==> config.mk <==
export PLATFORM = sky130hd
export DESIGN_NAME = bus_wr_arbiter_flat
export DESIGN_NICKNAME = d
export VERILOG_FILES = /design/src/rtl/bus_wr_pkg.sv /design/src/rtl/bus_wr_arbiter_if.sv /design/src/rtl/rr_arbiter.sv /design/src/rtl/bus_wr_arbiter.sv /design/src/flat_wrapper.sv
export SDC_FILE = /design/constraint.sdc
export NUM_CORES = 1
export LEC_CHECK = 0
export BUFFER_PORTS_ARGS = -buffer_cell sky130_fd_sc_hd__clkbuf_2
export CORE_MARGIN = 10
export CORE_UTILIZATION = 24
export CTS_BUF_LIST = sky130_fd_sc_hd__clkbuf_8
export CTS_CLUSTER_SIZE = 20
export DETAILED_ROUTE_END_ITERATION = 7
export SYNTH_ARGS = -nofsm -noshare
export SYNTH_HDL_FRONTEND = slang
export SYNTH_SLANG_ARGS = --single-unit
==> constraint.sdc <==
create_clock -name clk -period 3.69 [get_ports clk]
set_clock_uncertainty 0.2 [all_clocks]
set_input_delay 0 -clock clk [delete_from_list [all_inputs] [get_ports clk]]
set_output_delay 0 -clock clk [all_outputs]
set_load 0.05 [all_outputs]
==> src/rtl/bus_wr_pkg.sv <==
// Shared types, default constants and width helpers for the bus write arbiter.
// Contents:
//   state_e   - write FSM states (IDLE, STROBE, GAP)
//   BUS_*     - default address/data widths and strobe/gap lengths
//   idx_width - bit width of a requester index
//   cnt_width - bit width of the strobe/gap down-counter
package bus_wr_pkg;

    typedef enum logic [1:0] {IDLE, STROBE, GAP} state_e;

    localparam int unsigned BUS_AW      = 32;
    localparam int unsigned BUS_DW      = 32;
    localparam int unsigned BUS_WR_CYC  = 3;
    localparam int unsigned BUS_GAP_CYC = 1;

    // At least one bit so a single-entry index still has a legal vector.
    function automatic int unsigned idx_width(input int unsigned n);
        return (n > 1) ? $clog2(n) : 1;
    endfunction

    // Sized from the largest reload value; never smaller than one bit.
    function automatic int unsigned cnt_width(input int unsigned wr_cyc,
                                              input int unsigned gap_cyc);
        int unsigned m;
        m = 2;
        if (wr_cyc > m) m = wr_cyc;
        if (gap_cyc > m) m = gap_cyc;
        return $clog2(m);
    endfunction

endpackage

==> src/rtl/bus_wr_arbiter_if.sv <==
// Requester handshake plus active-low write bus bundle for bus_wr_arbiter.
// Signals:
//   req_valid/req_ready   per-requester handshake (ready is a one-hot grant)
//   req_addr/req_data     packed per-requester address/data, slice i at [i*W +: W]
//   cs/wr                 active-low chip select and write strobe
//   addr/data             bus address and write data
//   busy                  arbiter not idle
//   grant_id              index of the last granted requester
// Modports: master = arbiter side, slave = requesters/bus side.
interface bus_wr_arbiter_if import bus_wr_pkg::*; #(
    parameter int unsigned N_REQ = 4,
    parameter int unsigned AW    = BUS_AW,
    parameter int unsigned DW    = BUS_DW
);
    localparam int unsigned IW = idx_width(N_REQ);

    logic [N_REQ-1:0]    req_valid;
    logic [N_REQ-1:0]    req_ready;
    logic [N_REQ*AW-1:0] req_addr;
    logic [N_REQ*DW-1:0] req_data;
    logic                cs;
    logic                wr;
    logic [AW-1:0]       addr;
    logic [DW-1:0]       data;
    logic                busy;
    logic [IW-1:0]       grant_id;

    modport master (
        input  req_valid, req_addr, req_data,
        output req_ready, cs, wr, addr, data, busy, grant_id
    );

    modport slave (
        output req_valid, req_addr, req_data,
        input  req_ready, cs, wr, addr, data, busy, grant_id
    );

endinterface

==> src/rtl/rr_arbiter.sv <==
// Combinational requester picker.
// Default: round-robin, first request at or after ptr, wrapping.
// With BUS_WR_FIXED_PRIO_EN defined: lowest index wins, ptr is ignored and next_ptr is 0.
// Ports:
//   req      in   request vector
//   ptr      in   round-robin start index
//   en       in   allow a grant this cycle
//   grant    out  one-hot grant (zero when en is low or nothing requests)
//   idx      out  binary index of the winner (valid when any req is high)
//   next_ptr out  pointer value to load when this grant is taken
module rr_arbiter import bus_wr_pkg::*; #(
    parameter int unsigned N_REQ = 4,
    localparam int unsigned IW   = idx_width(N_REQ)
) (
    input  logic [N_REQ-1:0] req,
    input  logic [IW-1:0]    ptr,
    input  logic             en,
    output logic [N_REQ-1:0] grant,
    output logic [IW-1:0]    idx,
    output logic [IW-1:0]    next_ptr
);

    logic found;

`ifdef BUS_WR_FIXED_PRIO_EN
    logic unused_ptr;
    assign unused_ptr = ^ptr;

    always_comb begin
        found = 1'b0;
        idx   = '0;
        for (int unsigned i = 0; i < N_REQ; i++) begin
            if (!found && req[i]) begin
                found = 1'b1;
                idx   = IW'(i);
            end
        end
        next_ptr = '0;
    end
`else
    always_comb begin
        int unsigned j;
        found = 1'b0;
        idx   = '0;
        j     = 0;
        for (int unsigned off = 0; off < N_REQ; off++) begin
            j = (int'(ptr) + off) % N_REQ;
            if (!found && req[j]) begin
                found = 1'b1;
                idx   = IW'(j);
            end
        end
        // The winner drops to lowest priority for the next round.
        next_ptr = (idx == IW'(N_REQ - 1)) ? '0 : idx + 1'b1;
    end
`endif

    always_comb begin
        grant      = '0;
        grant[idx] = en & found;
    end

endmodule

==> src/rtl/bus_wr_arbiter.sv <==
// Shares one active-low cs/wr write bus between N_REQ valid/ready requesters.
// A winner is accepted in IDLE, the bus is driven for WR_CYC cycles with cs/wr low,
// then cs/wr stay high for GAP_CYC cycles before the next grant.
// Optional build macro: BUS_WR_FIXED_PRIO_EN (fixed priority instead of round-robin,
// handled inside rr_arbiter).
// Ports:
//   clk    in  system clock, rising edge
//   rst_n  in  asynchronous active-low reset; abandons any write in flight
//   bus    bus_wr_arbiter_if.master: requester handshake, cs/wr/addr/data, busy, grant_id
module bus_wr_arbiter import bus_wr_pkg::*; #(
    parameter int unsigned N_REQ   = 4,
    parameter int unsigned AW      = BUS_AW,
    parameter int unsigned DW      = BUS_DW,
    parameter int unsigned WR_CYC  = BUS_WR_CYC,
    parameter int unsigned GAP_CYC = BUS_GAP_CYC
) (
    input  logic              clk,
    input  logic              rst_n,
    bus_wr_arbiter_if.master  bus
);

    localparam int unsigned IW = idx_width(N_REQ);
    localparam int unsigned CW = cnt_width(WR_CYC, GAP_CYC);
    localparam logic [CW-1:0] WrLoad  = CW'(WR_CYC - 1);
    localparam logic [CW-1:0] GapLoad = (GAP_CYC > 0) ? CW'(GAP_CYC - 1) : '0;

    state_e        state_q, state_d;
    logic [CW-1:0] cnt_q, cnt_d;
    logic [IW-1:0] ptr_q, ptr_d;
    logic          cs_q, cs_d;
    logic          wr_q, wr_d;
    logic [AW-1:0] addr_q, addr_d;
    logic [DW-1:0] data_q, data_d;
    logic [IW-1:0] gid_q, gid_d;

    logic [N_REQ-1:0] grant;
    logic [IW-1:0]    gidx;
    logic [IW-1:0]    ptr_nxt;
    logic             arb_en;

    assign arb_en = (state_q == IDLE);

    rr_arbiter #(
        .N_REQ (N_REQ)
    ) u_arb (
        .req      (bus.req_valid),
        .ptr      (ptr_q),
        .en       (arb_en),
        .grant    (grant),
        .idx      (gidx),
        .next_ptr (ptr_nxt)
    );

    always_comb begin
        state_d = state_q;
        cnt_d   = cnt_q;
        ptr_d   = ptr_q;
        cs_d    = cs_q;
        wr_d    = wr_q;
        addr_d  = addr_q;
        data_d  = data_q;
        gid_d   = gid_q;
        unique case (state_q)
            IDLE: begin
                if (|grant) begin
                    addr_d  = bus.req_addr[gidx*AW +: AW];
                    data_d  = bus.req_data[gidx*DW +: DW];
                    cs_d    = 1'b0;
                    wr_d    = 1'b0;
                    gid_d   = gidx;
                    ptr_d   = ptr_nxt;
                    cnt_d   = WrLoad;
                    state_d = STROBE;
                end
            end
            STROBE: begin
                if (cnt_q != '0) begin
                    cnt_d = cnt_q - 1'b1;
                end else begin
                    cs_d   = 1'b1;
                    wr_d   = 1'b1;
                    addr_d = '0;
                    data_d = '0;
                    if (GAP_CYC == 0) begin
                        state_d = IDLE;
                    end else begin
                        cnt_d   = GapLoad;
                        state_d = GAP;
                    end
                end
            end
            GAP: begin
                if (cnt_q != '0) begin
                    cnt_d = cnt_q - 1'b1;
                end else begin
                    state_d = IDLE;
                end
            end
            default: state_d = IDLE;
        endcase
    end

    always_ff @(posedge clk or negedge rst_n) begin
        if (!rst_n) begin
            state_q <= IDLE;
            cnt_q   <= '0;
            ptr_q   <= '0;
            cs_q    <= 1'b1;
            wr_q    <= 1'b1;
            addr_q  <= '0;
            data_q  <= '0;
            gid_q   <= '0;
        end else begin
            state_q <= state_d;
            cnt_q   <= cnt_d;
            ptr_q   <= ptr_d;
            cs_q    <= cs_d;
            wr_q    <= wr_d;
            addr_q  <= addr_d;
            data_q  <= data_d;
            gid_q   <= gid_d;
        end
    end

    assign bus.req_ready = grant;
    assign bus.cs        = cs_q;
    assign bus.wr        = wr_q;
    assign bus.addr      = addr_q;
    assign bus.data      = data_q;
    assign bus.grant_id  = gid_q;
    assign bus.busy      = (state_q != IDLE);

endmodule

==> src/flat_wrapper.sv <==
// flat-port wrapper written by rule: the top's interface ports become plain ports
module bus_wr_arbiter_flat import bus_wr_pkg::*;
#(
    parameter int unsigned N_REQ   = 4,
    parameter int unsigned AW      = BUS_AW,
    parameter int unsigned DW      = BUS_DW,
    parameter int unsigned WR_CYC  = BUS_WR_CYC,
    parameter int unsigned GAP_CYC = BUS_GAP_CYC
)
  (clk, rst_n, bus_req_valid, bus_req_addr, bus_req_data, bus_req_ready, bus_cs, bus_wr, bus_addr, bus_data, bus_busy, bus_grant_id);
  bus_wr_arbiter_if #(.N_REQ(N_REQ), .AW(AW), .DW(DW)) bus_i ();
  input  logic clk;
  input  logic rst_n;
  input wire logic [$bits(bus_i.req_valid)-1:0] bus_req_valid;
  input wire logic [$bits(bus_i.req_addr)-1:0] bus_req_addr;
  input wire logic [$bits(bus_i.req_data)-1:0] bus_req_data;
  output wire logic [$bits(bus_i.req_ready)-1:0] bus_req_ready;
  output wire logic [$bits(bus_i.cs)-1:0] bus_cs;
  output wire logic [$bits(bus_i.wr)-1:0] bus_wr;
  output wire logic [$bits(bus_i.addr)-1:0] bus_addr;
  output wire logic [$bits(bus_i.data)-1:0] bus_data;
  output wire logic [$bits(bus_i.busy)-1:0] bus_busy;
  output wire logic [$bits(bus_i.grant_id)-1:0] bus_grant_id;
  assign bus_i.req_valid = bus_req_valid;
  assign bus_i.req_addr = bus_req_addr;
  assign bus_i.req_data = bus_req_data;
  assign bus_req_ready = bus_i.req_ready;
  assign bus_cs = bus_i.cs;
  assign bus_wr = bus_i.wr;
  assign bus_addr = bus_i.addr;
  assign bus_data = bus_i.data;
  assign bus_busy = bus_i.busy;
  assign bus_grant_id = bus_i.grant_id;
  bus_wr_arbiter #(.N_REQ(N_REQ), .AW(AW), .DW(DW), .WR_CYC(WR_CYC), .GAP_CYC(GAP_CYC)) u_core (.clk(clk), .rst_n(rst_n), .bus(bus_i));
endmodule
* After elaboration in Yosys (flattened, before gate mapping) *
Cells that the tools add are included.

operators by class
  magnitude comparators = 6
  reductions and logical operators = 17
  bitwise gates (word level) = 2
  shifts and indexed selects = 2
  $add $sub $neg = 5
  equality and inequality tests = 7
  multiplexer cells = 35

operators with widths
  kind                   number
  $shiftx A128 B8 Y32    2
  $pmux W32 S2           2
  $mux W32               3
  $mux W2                11
  $lt A2 B3 Y1 const B   5
  $pmux W2 S3            2
  $mux W1                11
  $reduce_and A3 Y1      3
  $bmux W1 S2            4
  $reduce_bool A2 Y1     3
  $add A2 B1 Y2 const B  2
  $add A2 B2 Y2 const B  2
  $and A4 B4 Y4          1
  $eq A2 B2 Y1 const B   2
  $logic_and A1 B1 Y1    4
  $ne A2 B1 Y1 const B   2
  $ne A2 B2 Y1 const B   2
  $reduce_or A4 Y1       1
  $logic_not A1 Y1       3
  $reduce_bool A3 Y1     1
  $demux W1 S2           1
  $eq A2 B1 Y1 const B   1
  $ge A2 B1 Y1 const B   1
  $logic_not A2 Y1       1
  4 further kinds        4

word-level totals
  register bits = 73
  word-level logic and storage cells = 81
  input bits = 262

* Longest topological paths before layout *
  depth in word-level cells = 20
  gate-level depth with buffers = 13
  gate-level depth less buffers = 8

* Cells and area by module *
A second synthesis with hierarchy kept.

unflattened totals
  cell total of the unflattened synthesis = 296
  area, all modules = 4,549.4 sq um

by module, submodules not included
  module          cells an instance  area an instance (sq um)  times used  sequential area each (sq um)
  bus_wr_arbiter  269                4,329.2                   1           1,828.0
  rr_arbiter      27                 220.2                     1           0.0

* Worst setup path after synthesis *
Ideal clock, no wire load.

  kind = flip-flop to flip-flop
  start = register u_core.ptr_q[1]
  end = register u_core.addr_q[0], in the netlist u_core.bus.addr[0]
  cell stages (with the launch flop) = 14
  data arrival time = 2.810 ns
  slack = 0.613 ns
  path buffers = 5
  data required time = 3.423 ns
  path through = dfrtp_1 -> mux2i_1 -> o22ai_1 -> or2_1 -> clkbuf_1 -> buf_6 -> buf_6 -> inv_1 -> ha_1 -> or3_1 -> o31ai_1 -> buf_2 -> buf_2 -> a22o_1

on the way
  cells in the longest elaborated chain, start to end = 20
  elaborated cells on any way between the ends = 38

RTL lines
  item                                                                   RTL line               text
  start: declaration                                                     bus_wr_arbiter.sv:29   logic [IW-1:0] ptr_q, ptr_d;
  start signal: assignment                                               bus_wr_arbiter.sv:116  ptr_q <= ptr_d;
  parallel branches: the longest is 20 deep, another holds $lt A2 B3 Y1  n/a
  end signal: assignment                                                 bus_wr_arbiter.sv:119  addr_q <= addr_d;
  end: declaration                                                       bus_wr_arbiter.sv:32   logic [AW-1:0] addr_q, addr_d;

Parallel ways; which one is timed is not known. The select of a mux whose other input is x is not followed.
A chain may end at the register's enable or synchronous reset.

* Worst setup path in the final report *
  start = register u_core.ptr_q[1]
  end = register u_core.addr_q[19], in the netlist u_core.bus.addr[19]

The elaborated chain is that of the path after synthesis.

==> results.toml <==
[status]
outcome = "finished, final reports clean"

[clock_network]
cts_tree = "done"
cts.path.max_buffers = 2
clk-insertion-delay-late_ns = 0.35
post_cts_buffers = 0
root_buffer = "clkbuf_8"
cts_inserted_buffers = 9
clk_pin_slew_ns = 0.09
clock-sinks = 73
cts_resized = 0
cts_hold_buf = 131
cts_max_level = 3

[logic_synthesis]
synthFlopType = "dfrtp_1"
muxShareOfSynthArea_pct = 33.5
netlist_top_cells_count = "dfrtp_1 (72), a22o_1 (64), mux4_2 (64)"
yosys.area_share.adder_pct = 2.23
synthCells = 302
synth-edff-count = 0
ys_seq_elements = 73
yosysMostFrequentCell = "dfrtp_1"
seq_area_frac_synth_pct = 40.7
synth_compound_area_share_pct = 16.7
synth.avg_cell_area_sq_um = 14.9
yosys.cell_types.count = 37
synth_top_cell_by_area = "dfrtp_1"
synth-simple-area-share_pct = 1.98
synth_nets = 572
synth_top_family_by_area = "multiplexers"
synthesis.area_sq_mm = 0.00449
yosysTopAreaCellShare_pct = 40.1
synthTopCellsByArea = "dfrtp_1 (40%), mux4_2 (32%), a22o_1 (12%)"
ys.warnings.count = 0
synthArstFlopShare_pct = 100
synth_xor_xnor_area_share_pct = 0

[setup_path]
crit_arrival_ns = 3.36
worst_setup_path_start_kind = "register"
end_kind = "register"
reg2regPathDepth = 8
cp.required_ns = 3.74
worstSetupPathType = "reg2reg"
crit_path_max_fanout = 70

[power_and_ir_drop]
combPwrFrac_pct = 69.1
powerDensity_mw_per_mm2 = 842
power_leakage_uw = 0.00387
power_frac_seq_pct = 21.1
p_clk_share_pct = 9.8
vdd_ir_drop_max_v = 0.000571
sw_frac_of_total_pct = 48.5
intPower_uw = 3410
p_sw_uw = 3210

[place]
gp_congestion = 0.828
dp_slack_ns = 0.812
place_hpwl_um = 14500
portBuffers = 334

[route]
drt-vias-per-instance = 4.73
wl_per_cell_um = 20.0
routed-via-count = 4672
drt_wl_total_um = 19800
ant_nets = 0
drt_iter0_markers = 207
drc = 0
dr.pass1.iters = 4

[global_routing]
grt_first_pass_wirelength_um = 30200
antenna_found_initial = 1
grt_overflow = 0
grt_pass1_vias = 5385
grtUsageTotal_pct = 15.5
grt_start_max_net_pins = 74

[sta]
fin_ws_ns = 0.380
hold_viol = 0
period_needed_ns = 3.31
setup-violations-final = 0
max-slew-margin-rel_pct = 33.3
finalMaxSlewViolations = 0
tns_ns = 0
fmax_ghz = 0.302
rsz0062_at_grt = "false"
period_share_pct = 89.7
tightest_slew_ns = 1.00

[die]
start_util_pct = 24.7
die_x_um = 157
die_h_um = 157
io_pins = 335
coreArea_sq_mm = 0.0182
rows = 49
die_area_sq_mm = 0.0246

[job]
cap_violations = 0

[layout]
area_delta_synth_final_pct = 75.4
nNetsFinal = 1022
drive_above_1_share_pct = 56.7

[hold_path]
holdPathStages = 4
hp-class = "in2reg"
[worst max-delay path, cell delays in order (launching register included)]
cell and delay, ns:
dfrtp_1 0.45, a21oi_1 0.16, o21a_1 0.14, o22ai_2 0.14
inv_2 0.09, buf_4 0.74, mux4_2 0.43, dlygate4sd3_1 0.60
a22o_1 0.20
[sequential cells by signal (all words and copies together), names as in the netlist]
name and count:
u_core.cnt_q 2, u_core.state_q 2, u_core.bus.cs 1, u_core.bus.grant_id 2, u_core.bus.data 32, u_core.bus.addr 32
u_core.ptr_q 2
[placed cells by master, fill, tap and decap left out, types with 2 or more instances in the layout]
cell type and n:
clkinvlp_4 2, dfrtp_1 72, nand2_1 4, o22ai_1 2, mux4_2 64, clkbuf_8 10, nand2b_1 2, nor2_1 2
a22o_1 64, ha_1 8, mux2_2 3, buf_4 6, inv_1 9, clkbuf_2 333, clkinv_4 2, dlygate4sd3_1 131
a21oi_1 10, mux2i_1 3, o21ai_0 2, o2111ai_1 2, nor3_1 2, o21bai_1 2, o21a_1 2
[routing by layer]
layer	global-route usage [%]	wire (um)	up-vias
met1	16.4	7130	2296
li1	-	-	2164
met2	28.4	10600	193
met4	4.90	325	0
met3	5.35	1700	19
met5	0	0	-
[final timing paths]
| path | slack, ns | end | from |
|---|---|---|---|
| setup / recovery | 0.38 | u_core.bus.addr[19] | u_core.ptr_q[1] |
| hold / removal | 0.06 | u_core.state_q[0] | bus_req_valid[1] |
| setup reg to reg | 0.38 | u_core.bus.addr[19] | u_core.ptr_q[1] |
| hold reg to reg | 0.28 | u_core.bus.cs | u_core.bus.cs |
| max in group asynchronous | 2.54 | u_core.bus.addr[4] | rst_n |
| min in group asynchronous | 0.12 | u_core.bus.grant_id[1] | rst_n |
[power groups by stage]
stage	clock network, uW	registers (uW)	logic [uW]
floorplan	0	2460	2060
global placement	0	1400	4040
detailed placement	0	1400	4090
CTS	687	1390	4580
global route	717	1440	4890
finish	651	1400	4580
[cells by family (layout without fill, tap and decap cells)]
kind of cell	count (synthesis)	in the layout
AND/OR/NAND/NOR	17	17
other	0	1
adder cells (fa/ha/maj)	8	8
AO/OA/AOI/OAI	92	92
flip-flops	73	73
multiplexers	70	70
buffers and inverters	42	497
[area by class of cell]
type / count / area (sq um)
tap: 229 / 287
multi-input combinational: 187 / 2470
clock inverter: 6 / 67.6
fill: 1674 / 10300
inverter: 10 / 37.5
sequential: 73 / 1830
timing repair buffer: 471 / 3040
clock buffer: 10 / 138
antenna: 1 / 2.50
[per-stage QoR]
step	power, uW	cell area (sq um)	hold WS, ns	cells	util, %
2_1_floorplan	4510	4490	-0.496	302	-
3_3_place_gp	5440	6360	-0.00219	839	34.9
3_5_place_dp	5490	6360	0.0112	839	34.9
4_1_cts	6660	7870	0.0173	986	43.2
5_1_grt	7050	7880	0.0934	987	43.2
6_report	6630	7880	0.0624	987	43.2
Power figures use the tool's default switching activity.
